**src/rtl/pipe_pkg.sv**
```systemverilog
// Shared types and constants for the two-entry skid pipeline stage:
// occupancy state encoding, default bundle widths and control-bundle bit positions.
package pipe_pkg;

    typedef enum logic [1:0] {
        ST_EMPTY = 2'd0,
        ST_ONE   = 2'd1,
        ST_FULL  = 2'd2
    } pipe_state_e;

    localparam int CTRL_W_DEF = 7;
    localparam int DATA_W_DEF = 95;
    localparam int CNT_W_DEF  = 32;

    // Control-bundle bit positions, MSB first as listed on the decoder side
    localparam int CTRL_REG_WRITE_EN = 6;
    localparam int CTRL_MEM2REG_SEL  = 5;
    localparam int CTRL_MEM_WRITE_EN = 4;
    localparam int CTRL_BRANCH       = 3;
    localparam int CTRL_ALU_CTRL     = 2;
    localparam int CTRL_ALU_SRC      = 1;
    localparam int CTRL_REG_DST_SEL  = 0;

    function automatic logic is_full(input pipe_state_e s);
        return (s == ST_FULL);
    endfunction

endpackage

```
**src/rtl/pipe_sat_counter.sv**
```systemverilog
// Saturating up-counter used for the optional stage performance counters;
// sticks at all-ones, clears on asynchronous active-low reset.
module pipe_sat_counter #(
    parameter int W = 32
) (
    input  logic         clk,
    input  logic         rst_n,
    input  logic         inc_i,
    output logic [W-1:0] cnt_o
);

    logic [W-1:0] cnt_q;
    logic [W-1:0] cnt_d;

    always_comb begin
        cnt_d = cnt_q;
        if (inc_i && (cnt_q != {W{1'b1}})) begin
            cnt_d = cnt_q + W'(1);
        end
    end

    always_ff @(posedge clk or negedge rst_n) begin
        if (!rst_n) begin
            cnt_q <= '0;
        end else begin
            cnt_q <= cnt_d;
        end
    end

    assign cnt_o = cnt_q;

endmodule

```
**src/rtl/pipe_stage_reg.sv**
```systemverilog
// Two-entry (main + skid) pipeline register with registered Ready_Out and flush.
// Define PIPE_STAGE_PERF_CNT_EN to add the StallCnt_Out / FlushCnt_Out counters.
module pipe_stage_reg
    import pipe_pkg::*;
#(
    parameter int CTRL_W = CTRL_W_DEF,
    parameter int DATA_W = DATA_W_DEF,
    parameter int CNT_W  = CNT_W_DEF
) (
    input  logic              CLOCK,
    input  logic              RESET_N,
    input  logic              Valid_In,
    output logic              Ready_Out,
    input  logic [CTRL_W-1:0] Ctrl_In,
    input  logic [DATA_W-1:0] Data_In,
    input  logic              Flush_In,
    output logic              Valid_Out,
    input  logic              Ready_In,
    output logic [CTRL_W-1:0] Ctrl_Out,
    output logic [DATA_W-1:0] Data_Out
`ifdef PIPE_STAGE_PERF_CNT_EN
    ,
    output logic [CNT_W-1:0]  StallCnt_Out,
    output logic [CNT_W-1:0]  FlushCnt_Out
`endif
);

    pipe_state_e       state_q, state_d;
    logic              ready_q, ready_d;
    logic [CTRL_W-1:0] main_ctrl_q, main_ctrl_d;
    logic [DATA_W-1:0] main_data_q, main_data_d;
    logic [CTRL_W-1:0] skid_ctrl_q, skid_ctrl_d;
    logic [DATA_W-1:0] skid_data_q, skid_data_d;

    logic valid_out;
    logic accept;
    logic transfer;

    always_comb begin
        valid_out   = (state_q != ST_EMPTY);
        accept      = Valid_In && ready_q;
        transfer    = valid_out && Ready_In;
        state_d     = state_q;
        main_ctrl_d = main_ctrl_q;
        main_data_d = main_data_q;
        skid_ctrl_d = skid_ctrl_q;
        skid_data_d = skid_data_q;

        // Flush beats everything: held entries and the incoming one are dropped.
        if (Flush_In) begin
            state_d = ST_EMPTY;
        end else begin
            case (state_q)
                ST_EMPTY: begin
                    if (accept) begin
                        state_d     = ST_ONE;
                        main_ctrl_d = Ctrl_In;
                        main_data_d = Data_In;
                    end
                end
                ST_ONE: begin
                    if (accept && transfer) begin
                        main_ctrl_d = Ctrl_In;
                        main_data_d = Data_In;
                    end else if (accept) begin
                        state_d     = ST_FULL;
                        skid_ctrl_d = Ctrl_In;
                        skid_data_d = Data_In;
                    end else if (transfer) begin
                        state_d = ST_EMPTY;
                    end
                end
                ST_FULL: begin
                    // Ready_Out is low here, so no accept can coincide.
                    if (transfer) begin
                        state_d     = ST_ONE;
                        main_ctrl_d = skid_ctrl_q;
                        main_data_d = skid_data_q;
                    end
                end
                default: state_d = ST_EMPTY;
            endcase
        end

        ready_d = !is_full(state_d);
    end

    always_ff @(posedge CLOCK or negedge RESET_N) begin
        if (!RESET_N) begin
            state_q     <= ST_EMPTY;
            ready_q     <= 1'b1;
            main_ctrl_q <= '0;
            main_data_q <= '0;
            skid_ctrl_q <= '0;
            skid_data_q <= '0;
        end else begin
            state_q     <= state_d;
            ready_q     <= ready_d;
            main_ctrl_q <= main_ctrl_d;
            main_data_q <= main_data_d;
            skid_ctrl_q <= skid_ctrl_d;
            skid_data_q <= skid_data_d;
        end
    end

    assign Valid_Out = valid_out;
    assign Ready_Out = ready_q;
    assign Ctrl_Out  = valid_out ? main_ctrl_q : '0;
    assign Data_Out  = main_data_q;

`ifdef PIPE_STAGE_PERF_CNT_EN
    pipe_sat_counter #(.W(CNT_W)) u_stall_cnt (
        .clk   (CLOCK),
        .rst_n (RESET_N),
        .inc_i (valid_out && !Ready_In),
        .cnt_o (StallCnt_Out)
    );

    pipe_sat_counter #(.W(CNT_W)) u_flush_cnt (
        .clk   (CLOCK),
        .rst_n (RESET_N),
        .inc_i (Flush_In),
        .cnt_o (FlushCnt_Out)
    );
`endif

endmodule

```
**config.mk**
```make
export PLATFORM = sky130hd
export DESIGN_NAME = pipe_stage_reg
export DESIGN_NICKNAME = d
export VERILOG_FILES = /design/src/rtl/pipe_pkg.sv /design/src/rtl/pipe_sat_counter.sv /design/src/rtl/pipe_stage_reg.sv
export SDC_FILE = /design/constraint.sdc
export NUM_CORES = 1
export LEC_CHECK = 0
export ABC_AREA = 1
export ABC_CLOCK_PERIOD_IN_PS = 1400
export BUFFER_PORTS_ARGS = -buffer_cell sky130_fd_sc_hd__buf_2
export CAP_MARGIN = 20
export CELL_PAD_IN_SITES_DETAIL_PLACEMENT = 0
export CELL_PAD_IN_SITES_GLOBAL_PLACEMENT = 1
export CORE_MARGIN = 2
export CORE_UTILIZATION = 26
export CTS_BUF_LIST = sky130_fd_sc_hd__clkbuf_8
export DETAILED_ROUTE_END_ITERATION = 10
export PLACE_DENSITY_LB_ADDON = 0.1
export SLEW_MARGIN = 0
export SYNTH_ARGS = -nofsm -noshare
export SYNTH_HDL_FRONTEND = slang
export SYNTH_SLANG_ARGS = --single-unit
```
**constraint.sdc**
```tcl
create_clock -name CLOCK -period 1.4 [get_ports CLOCK]
set_input_delay 0 -clock CLOCK [delete_from_list [all_inputs] [get_ports CLOCK]]
set_output_delay 0 -clock CLOCK [all_outputs]
set_load 0.01 [all_outputs]
```
# Yosys cells after proc, flatten, opt, wreduce, memory -nomap -nowiden
# Cells that the tools add are included.
[word_totals] reg_bits=207 inputBits=107
[classes] eq_ne=6 muxes=16 bitwise_logic=2 reduce_logical=9
[op_table] op="95-bit two-way mux" count=3
[op_table] op="95-bit one-hot mux with 3 select lines" count=1
[op_table] op="7-bit two-way mux" count=4
[op_table] op="7-bit one-hot mux with 3 select lines" count=1
[op_table] op="2-bit two-way mux" count=6
[op_table] op="2-bit inequality test, second input constant" count=3
[op_table] op="2-bit one-hot mux with 3 select lines" count=1
[op_table] op="5-bit AND reduction" count=1
[op_table] op="2-bit == test, second input constant" count=2
[op_table] op="4-bit AND reduction" count=1
[op_table] op="1-bit logical AND" count=3
[op_table] op="3-bit nonzero test" count=1
[op_table] op="2-bit by 1-bit == test with 1-bit output, second input constant" count=1
[op_table] op="2-bit logical NOT" count=1
[op_table] op="1-bit inverter" count=2
[op_table] op="2-bit nonzero test" count=1
[op_table] op="1-bit logical NOT" count=1

# Logic depth before layout (Yosys ltp)
# Gate-level depths: netlist of the first run.
[logic_depth] ltp_word=9 ltp_mapped=9

# Worst setup path before layout of the first run
# Ideal clock, no wire load.
[synth_path] kind="flip-flop to flip-flop" start="reg ready_q (netlist: Ready_Out)" end="reg skid_data_q[10]" t_arrival_ns=1.330 required_ns=1.270 setup_slack_ns=-0.060 path_stages_with_launch=8 n_path_buf=2 period_less_slack_ns=1.460 cell_sequence="dfstp_2 -> nand2_1 -> nor2_1 -> nand3_2 -> buf_2 -> buf_2 -> nand2_1 -> o21ai_0"
[synth_between] elab_chain_len=4
[synth_lines] element="start: declaration" line_no="pipe_stage_reg.sv:29" source="logic ready_q, ready_d;"
[synth_lines] element="start signal: assignment" line_no="pipe_stage_reg.sv:98" source="ready_q <= ready_d;"
[synth_lines] element="1-bit logical AND (*)" line_no="pipe_stage_reg.sv:41" source="accept = Valid_In && ready_q;"
[synth_lines] element="1-bit logical AND" line_no="pipe_stage_reg.sv:62" source="if (accept && transfer) begin"
[synth_lines] element="1-bit inverter (no source line)"
[synth_lines] element="4-bit AND reduction (no source line) (*)"
[synth_lines] element="end signal: assignment" line_no="pipe_stage_reg.sv:102" source="skid_data_q <= skid_data_d;"
[synth_lines] element="end: declaration" line_no="pipe_stage_reg.sv:33" source="logic [DATA_W-1:0] skid_data_q, skid_data_d;"
# Every way passes the cells marked *; elsewhere a longest branch is shown, timed or not.
# A chain may end at the register's enable or synchronous reset.

# Worst setup path after layout of the first run
[layout_path] start="reg state_q[0]" end="reg main_data_q[62] (netlist: Data_Out[62])"
[layout_between] elab_chain_len=5 elab_cells_between_ends=12 cone_classes="eq/ne (5); mux (1); reduce/logical (6)"
[layout_lines] element="start: declaration" line_no="pipe_stage_reg.sv:28" source="pipe_state_e state_q, state_d;"
[layout_lines] element="start signal: assignment" line_no="pipe_stage_reg.sv:97" source="state_q <= state_d;"
[layout_lines] element="2-bit nonzero test" line_no="pipe_stage_reg.sv:40" source="valid_out = (state_q != ST_EMPTY);"
[layout_lines] element="1-bit logical AND" line_no="pipe_stage_reg.sv:42" source="transfer = valid_out && Ready_In;"
[layout_lines] element="1-bit logical AND" line_no="pipe_stage_reg.sv:62"
[layout_lines] element="2-bit inequality test (no source line)"
[layout_lines] element="5-bit AND reduction (no source line)"
[layout_lines] element="end signal: assignment" line_no="pipe_stage_reg.sv:100" source="main_data_q <= main_data_d;"
[layout_lines] element="end: declaration" line_no="pipe_stage_reg.sv:31" source="logic [DATA_W-1:0] main_data_q, main_data_d;"
# Several ways; a longest one is shown, not always the timed one.

==> flow_metrics.py, run 1 <==
metrics = {
    "layout": {
        "stdcell_count": 2183,
        "diodes": 0,
        "syn_to_final_growth_pct": 54.85,
        "drive_above_1_share_pct": 27.15,
        "finalNetCount": 1756,
        "fillers": 3895,
    },
    "placed_design": {
        "io_buffer_count": 210,
        "post-dp-hpwl_mm": 21.29,
        "place.gp.congestion": 0.7342,
        "dp.cells": 1945,
    },
    "global_routing": {
        "antenna_found_initial": 0,
        "grt_overflow": 0,
        "grt_pass1_vias": 9768,
        "grtUsageTotal_pct": 19.26,
        "grt_pass1_wl_mm": 58.02,
        "grt_start_max_net_pins": 79,
    },
    "worst_setup_path": {
        "critPathLaunchType": "flip-flop",
        "endpoint_kind": "flip-flop",
        "cp.required_ns": 1.92,
        "criticalPathCategory": "flip-flop to flip-flop",
        "r2r-start": "state_q[0]",
        "critPathLaunch": "state_q[0]",
        "cp_max_fo": 8,
        "critical_path_arrival_ns": 2.19,
    },
    "timing": {
        "setup_viol": 212,
        "tightest_slew_ns": 0.6021,
        "rsz0062_at_grt": "yes",
        "setup-tns-final_ns": -43.44,
        "clock_skew_ns": 0.03856,
        "fmax_mhz": 598.7,
        "final.min_clock_period_ns": 1.670,
        "hold_viol_final": 0,
        "slew_viol_final": 0,
        "layout_setup_ws_ns": -0.2703,
        "slew_headroom_pct": 59.73,
        "fin_crit_sh_pct": 119.3,
    },
    "cts": {
        "insertion_delay_ns": 0.59,
        "clock-sinks": 207,
        "cts_made_buffers": 43,
        "clk_path_buf_depth": 3,
        "htree_levels": 2,
        "path_clk_slew_ns": 0.05,
        "cts_root_buf": "clkbuf_8",
        "cts_tree": "yes",
    },
    "route": {
        "drc": 0,
        "firstDrtPassIters": 5,
        "vias": 9895,
        "dr.first_iter.drc_count": 506,
        "wl_mm": 41.54,
        "wl_per_cell_um": 19.03,
        "via_per_inst": 4.533,
        "ant_nets": 0,
    },
    "logic_synthesis": {
        "synth_cells": 1268,
        "syn_nets": 1375,
        "synth_area_mm2": 0.009874,
        "synth-seq-cells": 207,
        "synth_most_common_cell": "nand2_1",
        "synth.top_cells.by_area": "dfrtp_1, nand2_1, nand4_1, nand3_1, inv_1",
        "synth_common_cells": "nand2_1, dfrtp_1, inv_1, nand3_1, nand4_1",
        "yosys.area.top_type_share_pct": 52.20,
        "yosysWarnings": 0,
        "yosysSeqAreaShare_pct": 52.47,
        "postSynthAreaPerCell_um2": 7.787,
        "async_flop_share_pct": 100.0,
        "yosys_most_used_dff": "dfrtp_1",
        "synth_edf_count": 0,
        "synth_cell_types": 22,
        "yosysTopAreaCell": "dfrtp_1",
    },
    "run_status": {
        "violations": "negative setup slack",
        "status": "finished, violations left",
    },
    "job": {
        "maxCapViolCount": 0,
    },
    "power_and_ir_drop": {
        "worst_ir_drop_vdd_uv": 678.0,
        "p_leak_nw": 8.289,
        "power_density_mw_per_mm2": 1261,
    },
    "hold_path": {
        "min-delay-start": "Flush_In",
        "hold_class": "input port to flip-flop",
    },
    "floorplanning": {
        "num_rows": 71,
        "ios": 211,
        "die_x_um": 198.9,
        "core_area_mm2": 0.03758,
        "dieArea_mm2": 0.03955,
        "die_y_um": 198.9,
        "initial_utilization_pct": 26.28,
    },
}
==> final timing paths <==
check | endpoint | slack (ns) | cells after the start
hold / removal | state_q[1] | 0.16 | 3
setup / recovery | Data_Out[62] | -0.27 | 9
max in group asynchronous | Ready_Out | 0.19 | 4
setup reg to reg | Data_Out[62] | -0.27 | 9
hold reg to reg | Data_Out[38] | 0.46 | 2
min in group asynchronous | skid_data_q[55] | 0.52 | 3
==> cell type report <==
type                            instances  area [um^2]  area share (%)
Multi-Input combinational cell        846         3999           26.15
Sequential cell                       207         5186           33.92
Clock inverter                         18        78.83          0.5155
Clock buffer                           50        688.2           4.500
Timing Repair Buffer                  436         4260           27.86
Inverter                              115        439.2           2.872
Tap cell                              511        639.4           4.181
==> state kept, by name, indices dropped and copies added, names as in the netlist <==
register     count
Data_Out        95
main_ctrl_q      7
skid_data_q     95
skid_ctrl_q      7
Ready_Out        1
state_q          2
==> power breakdown <==
group	switching (mW)	internal [mW]	leakage (nW)
combinational	2.63	2.34	5.25
sequential	0.882	7.42	2.60
clock	2.81	3.20	0.447
==> logic make-up (layout without fill, tap and decap cells) <==
| logic type | after synthesis | after routing | synth area share, % |
|---|---|---|---|
| and+or+nand+nor | 742 | 742 | 32.51 |
| AOI/OAI and AO/OA | 104 | 104 | 5.296 |
| buffers and inverters | 215 | 619 | 9.719 |
| DFF | 207 | 207 | 52.47 |
==> layer usage <==
metal | track usage, % | share of wire (%) | up-vias
met5 | 0 | 0 | -
met4 | 6.440 | 2.3 | 0
met3 | 3.137 | 4.4 | 64
met2 | 31.07 | 46 | 250
met1 | 26.25 | 47 | 4725
li1 | - | - | 4856
==> cells in the final DEF, fill, tap and decap left out, drive strengths merged <==
cell	synthesis	final
a21oi	1	1
a22oi	1	1
buf	78	307
bufbuf	0	2
clkbuf	22	68
clkinv	0	2
clkinvlp	0	1
dfrtp	206	206
dfstp	1	1
dlygate4sd3	0	109
inv	115	130
nand2	519	519
nand3	105	105
nand4	104	104
nor2	14	14
o21ai	102	102
==> per-stage QoR <==
stage               setup slack [ns]  area (um^2)  power, mW  hold slack (ns)  utilization (%)
floorplan                  -0.001819         9879      10.30          -0.2956                -
global placement             -0.1626        11870      12.13          -0.1154            31.58
detailed placement           -0.1969        11870      12.19          -0.1157            31.58
CTS                          -0.3138        14400      19.01           0.1205            38.31
global route                 -0.3319        15290      20.49           0.1490            40.69
finish                       -0.2703        15290      19.28           0.1639            40.69
==> critical path: stages (launching register included) <==
cell	delay, ns
dfrtp_2	0.44
buf_6	0.13
nor2_4	0.14
buf_4	0.14
nand2_4	0.07
nand4_4	0.16
buf_12	0.20
clkbuf_16	0.18
nand2_1	0.06
nand2_1	0.05
==> what timing repair did <==
item / 4_1_cts / 5_1_grt
setup buffers: 19 / 6
pin swaps: 4 / 30
hold buffers: 109 / 0
gates cloned: 13 / 26
gates resized for setup: 47 / 124
setup endpoints to repair: 204 / 213
endpoints found under the hold margin: 414 / 0
Note: power is estimated with default switching activity, not from simulation.
==> run 2, diff against run 1 <==
--- a/config.mk
+++ b/config.mk
@@ -5,7 +5,6 @@
 export SDC_FILE = /design/constraint.sdc
 export NUM_CORES = 1
 export LEC_CHECK = 0
-export ABC_AREA = 1
 export ABC_CLOCK_PERIOD_IN_PS = 1400
 export BUFFER_PORTS_ARGS = -buffer_cell sky130_fd_sc_hd__buf_2
 export CAP_MARGIN = 20
==> run 2 against run 1 <==
Effect of this change:
- the flow still finishes with violations (negative setup slack)
- flip-flop and latch count is the same
- sequential share of layout area up 4.0 points
- clock-buffer cell count fell by 1
- cell count fell by 29%
- clock skew is 0.019 ns lower
- routed wire length down 37%
- critical path type unchanged
- largest power group unchanged
==> flow_metrics.py, run 2 <==
metrics = {
    "logic_synthesis": {
        "synth_common_cells": "dfrtp_1, mux2i_1, nand2_1, mux2_2, o21ai_1",
        "synth-seq-cells": 207,
        "yosysSeqAreaShare_pct": 59.27,
        "postSynthAreaPerCell_um2": 12.80,
        "yosys_most_used_dff": "dfrtp_1",
        "synth_cells": 683,
        "yosys.area.top_type_share_pct": 58.97,
        "yosysWarnings": 0,
        "synth_edf_count": 0,
        "syn_nets": 790,
        "async_flop_share_pct": 100.0,
        "synth_most_common_cell": "dfrtp_1",
        "synth_cell_types": 22,
        "synth_area_mm2": 0.008742,
        "synth.top_cells.by_area": "dfrtp_1, mux2_2, mux2i_1, nand2_1, o21ai_1",
        "yosysTopAreaCell": "dfrtp_1",
    },
    "timing": {
        "tightest_slew_ns": 0.3097,
        "slew_viol_final": 0,
        "layout_setup_ws_ns": -0.3019,
        "final.min_clock_period_ns": 1.702,
        "hold_viol_final": 0,
        "slew_headroom_pct": 79.35,
        "fmax_mhz": 587.6,
        "clock_skew_ns": 0.01965,
        "hold_ws_ns": 0.07926,
        "setup_viol": 214,
        "rsz0062_at_grt": "yes",
        "fin_crit_sh_pct": 121.6,
    },
    "cts": {
        "clock-sinks": 207,
        "cts_root_buf": "clkbuf_8",
        "insertion_delay_ns": 0.54,
        "path_clk_slew_ns": 0.06,
        "cts_made_buffers": 40,
        "htree_levels": 2,
        "cts_tree": "yes",
        "clk_path_buf_depth": 3,
    },
    "floorplanning": {
        "core_area_mm2": 0.03328,
        "initial_utilization_pct": 26.27,
        "ios": 211,
        "num_rows": 67,
        "die_y_um": 187.4,
        "dieArea_mm2": 0.03511,
        "die_x_um": 187.4,
    },
    "worst_setup_path": {
        "cp_slowest_cell": "o41a_4",
        "endpoint_kind": "flip-flop",
        "critical_path_arrival_ns": 2.11,
        "cp_max_fo": 6,
        "critPathTopFamily": "compound AO/OA/AOI/OAI gates",
        "cp.required_ns": 1.81,
        "critPathLaunchType": "flip-flop",
        "critPathBufInv": 3,
        "cpPeakStageDelay_ns": 0.59,
        "criticalPathCategory": "flip-flop to flip-flop",
        "path_cells": "buf_6 -> o41a_4 -> buf_12 -> buf_16 -> nand2_2 -> o21ai_1",
    },
    "run_status": {
        "status": "finished, violations left",
        "violations": "negative setup slack",
    },
    "power_and_ir_drop": {
        "p_leak_nw": 6.326,
        "power_density_mw_per_mm2": 1315,
        "worst_ir_drop_vdd_uv": 805.8,
    },
    "placed_design": {
        "io_buffer_count": 210,
        "place.gp.congestion": 0.6635,
        "post-dp-hpwl_mm": 14.96,
        "dp.cells": 1334,
    },
    "layout": {
        "finalNetCount": 1183,
        "fillers": 3265,
        "final_common_cell": "dfrtp_1",
        "drive_above_1_share_pct": 47.78,
        "layout_common_cells": "dfrtp_1, buf_2, dlygate4sd3_1",
        "diodes": 0,
        "syn_to_final_growth_pct": 56.28,
        "stdcell_count": 1553,
    },
    "global_routing": {
        "antenna_found_initial": 0,
        "grt_pass1_vias": 6888,
        "grtUsageTotal_pct": 14.59,
        "grt_pass1_wl_mm": 39.92,
        "grt_overflow": 0,
        "grt_start_max_net_pins": 69,
    },
    "route": {
        "drc": 0,
        "wl_per_cell_um": 16.97,
        "dr.first_iter.drc_count": 193,
        "via_per_inst": 4.279,
        "vias": 6645,
        "ant_nets": 0,
        "firstDrtPassIters": 4,
        "wl_mm": 26.35,
    },
    "job": {
        "maxCapViolCount": 0,
    },
    "hold_path": {
        "hold_class": "input port to asynchronous set/reset pin",
    },
}
## run 2: changes by cell type in the layout (fill, tap and decap cells not counted), sizes merged, moves of 9 or more
| cell | delta |
|---|---|
| buf | -24 |
| clkbuf | -12 |
| inv | -109 |
| mux2 | +102 |
| mux2i | +103 |
| nand2 | -416 |
| nand3 | -105 |
| nand4 | -104 |
| nor2 | -12 |
| nor2b | +9 |
## run 2: power breakdown
group / internal (mW) / switching, mW / total (mW) / leakage (nW)
registers: 7.47 / 0.805 / 8.27 / 2.55
logic: 2.20 / 1.72 / 3.92 / 3.31
clock network: 3.14 / 2.62 / 5.77 / 0.458
## run 2: cell families after synthesis
logic type,share of synthesized area (%)
mux,24.93
simple gates,5.568
buf+inv,3.936
flops,59.27
compound gates,6.297
## run 2: final timing paths
kind                       slack (ns)    startpoint  depth (start not counted)         endpoint
hold / removal                   0.08       RESET_N                          3     Data_Out[52]
hold reg to reg                  0.47  Data_Out[74]                          2     Data_Out[74]
min in group CLOCK               0.19      Valid_In                          6       state_q[0]
setup / recovery                -0.30    state_q[1]                          6      Data_Out[1]
setup reg to reg                -0.30    state_q[1]                          6      Data_Out[1]
max in group asynchronous        0.97       RESET_N                          3  skid_data_q[62]
## run 2: area by class of cell
type                            instances  area, um^2  share of cell area (%)
Timing Repair Buffer                  395        3491                   25.55
Clock buffer                           49       674.4                   4.936
Sequential cell                       207        5181                   37.92
Multi-Input combinational cell        430        3654                   26.74
Inverter                                2       10.01                 0.07327
Clock inverter                         22       91.34                  0.6686
Tap cell                              448       560.5                   4.103
## run 2: timing repair
action	in CTS	in global routing
hold buffers	106	0
endpoints found under the setup margin	214	214
buffers inserted	13	11
hold endpoints to repair	414	0
cloned	14	8
gates resized for setup	56	111
pin swaps	9	32
## run 2: stage by stage
step | TNS, ns | instance area [um^2] | setup WS [ns] | util (%) | power, mW
after floorplan | -43.11 | 8761 | -0.2930 | - | 10.00
after global placement | -47.61 | 10560 | -0.3260 | 31.73 | 11.33
after detailed placement | -50.98 | 10560 | -0.3537 | 31.73 | 11.42
after CTS | -49.74 | 13070 | -0.2915 | 39.27 | 17.94
after global routing | -60.78 | 13660 | -0.3611 | 41.05 | 19.08
final | -47.34 | 13660 | -0.3019 | 41.05 | 17.96
## run 2: worst min-delay path: cells and delay by family
family | cells | cell delay, ns
buffers and inverters | 3 | 0.96
## run 2: routing by layer
metal / global-route usage (%) / wire, um / up-vias
met5: 0 / 0 / -
met4: 4.670 / 595 / 0
met1: 19.84 / 12420 / 3249
li1: - / - / 3185
met2: 23.08 / 12000 / 162
met3: 3.283 / 1335 / 49
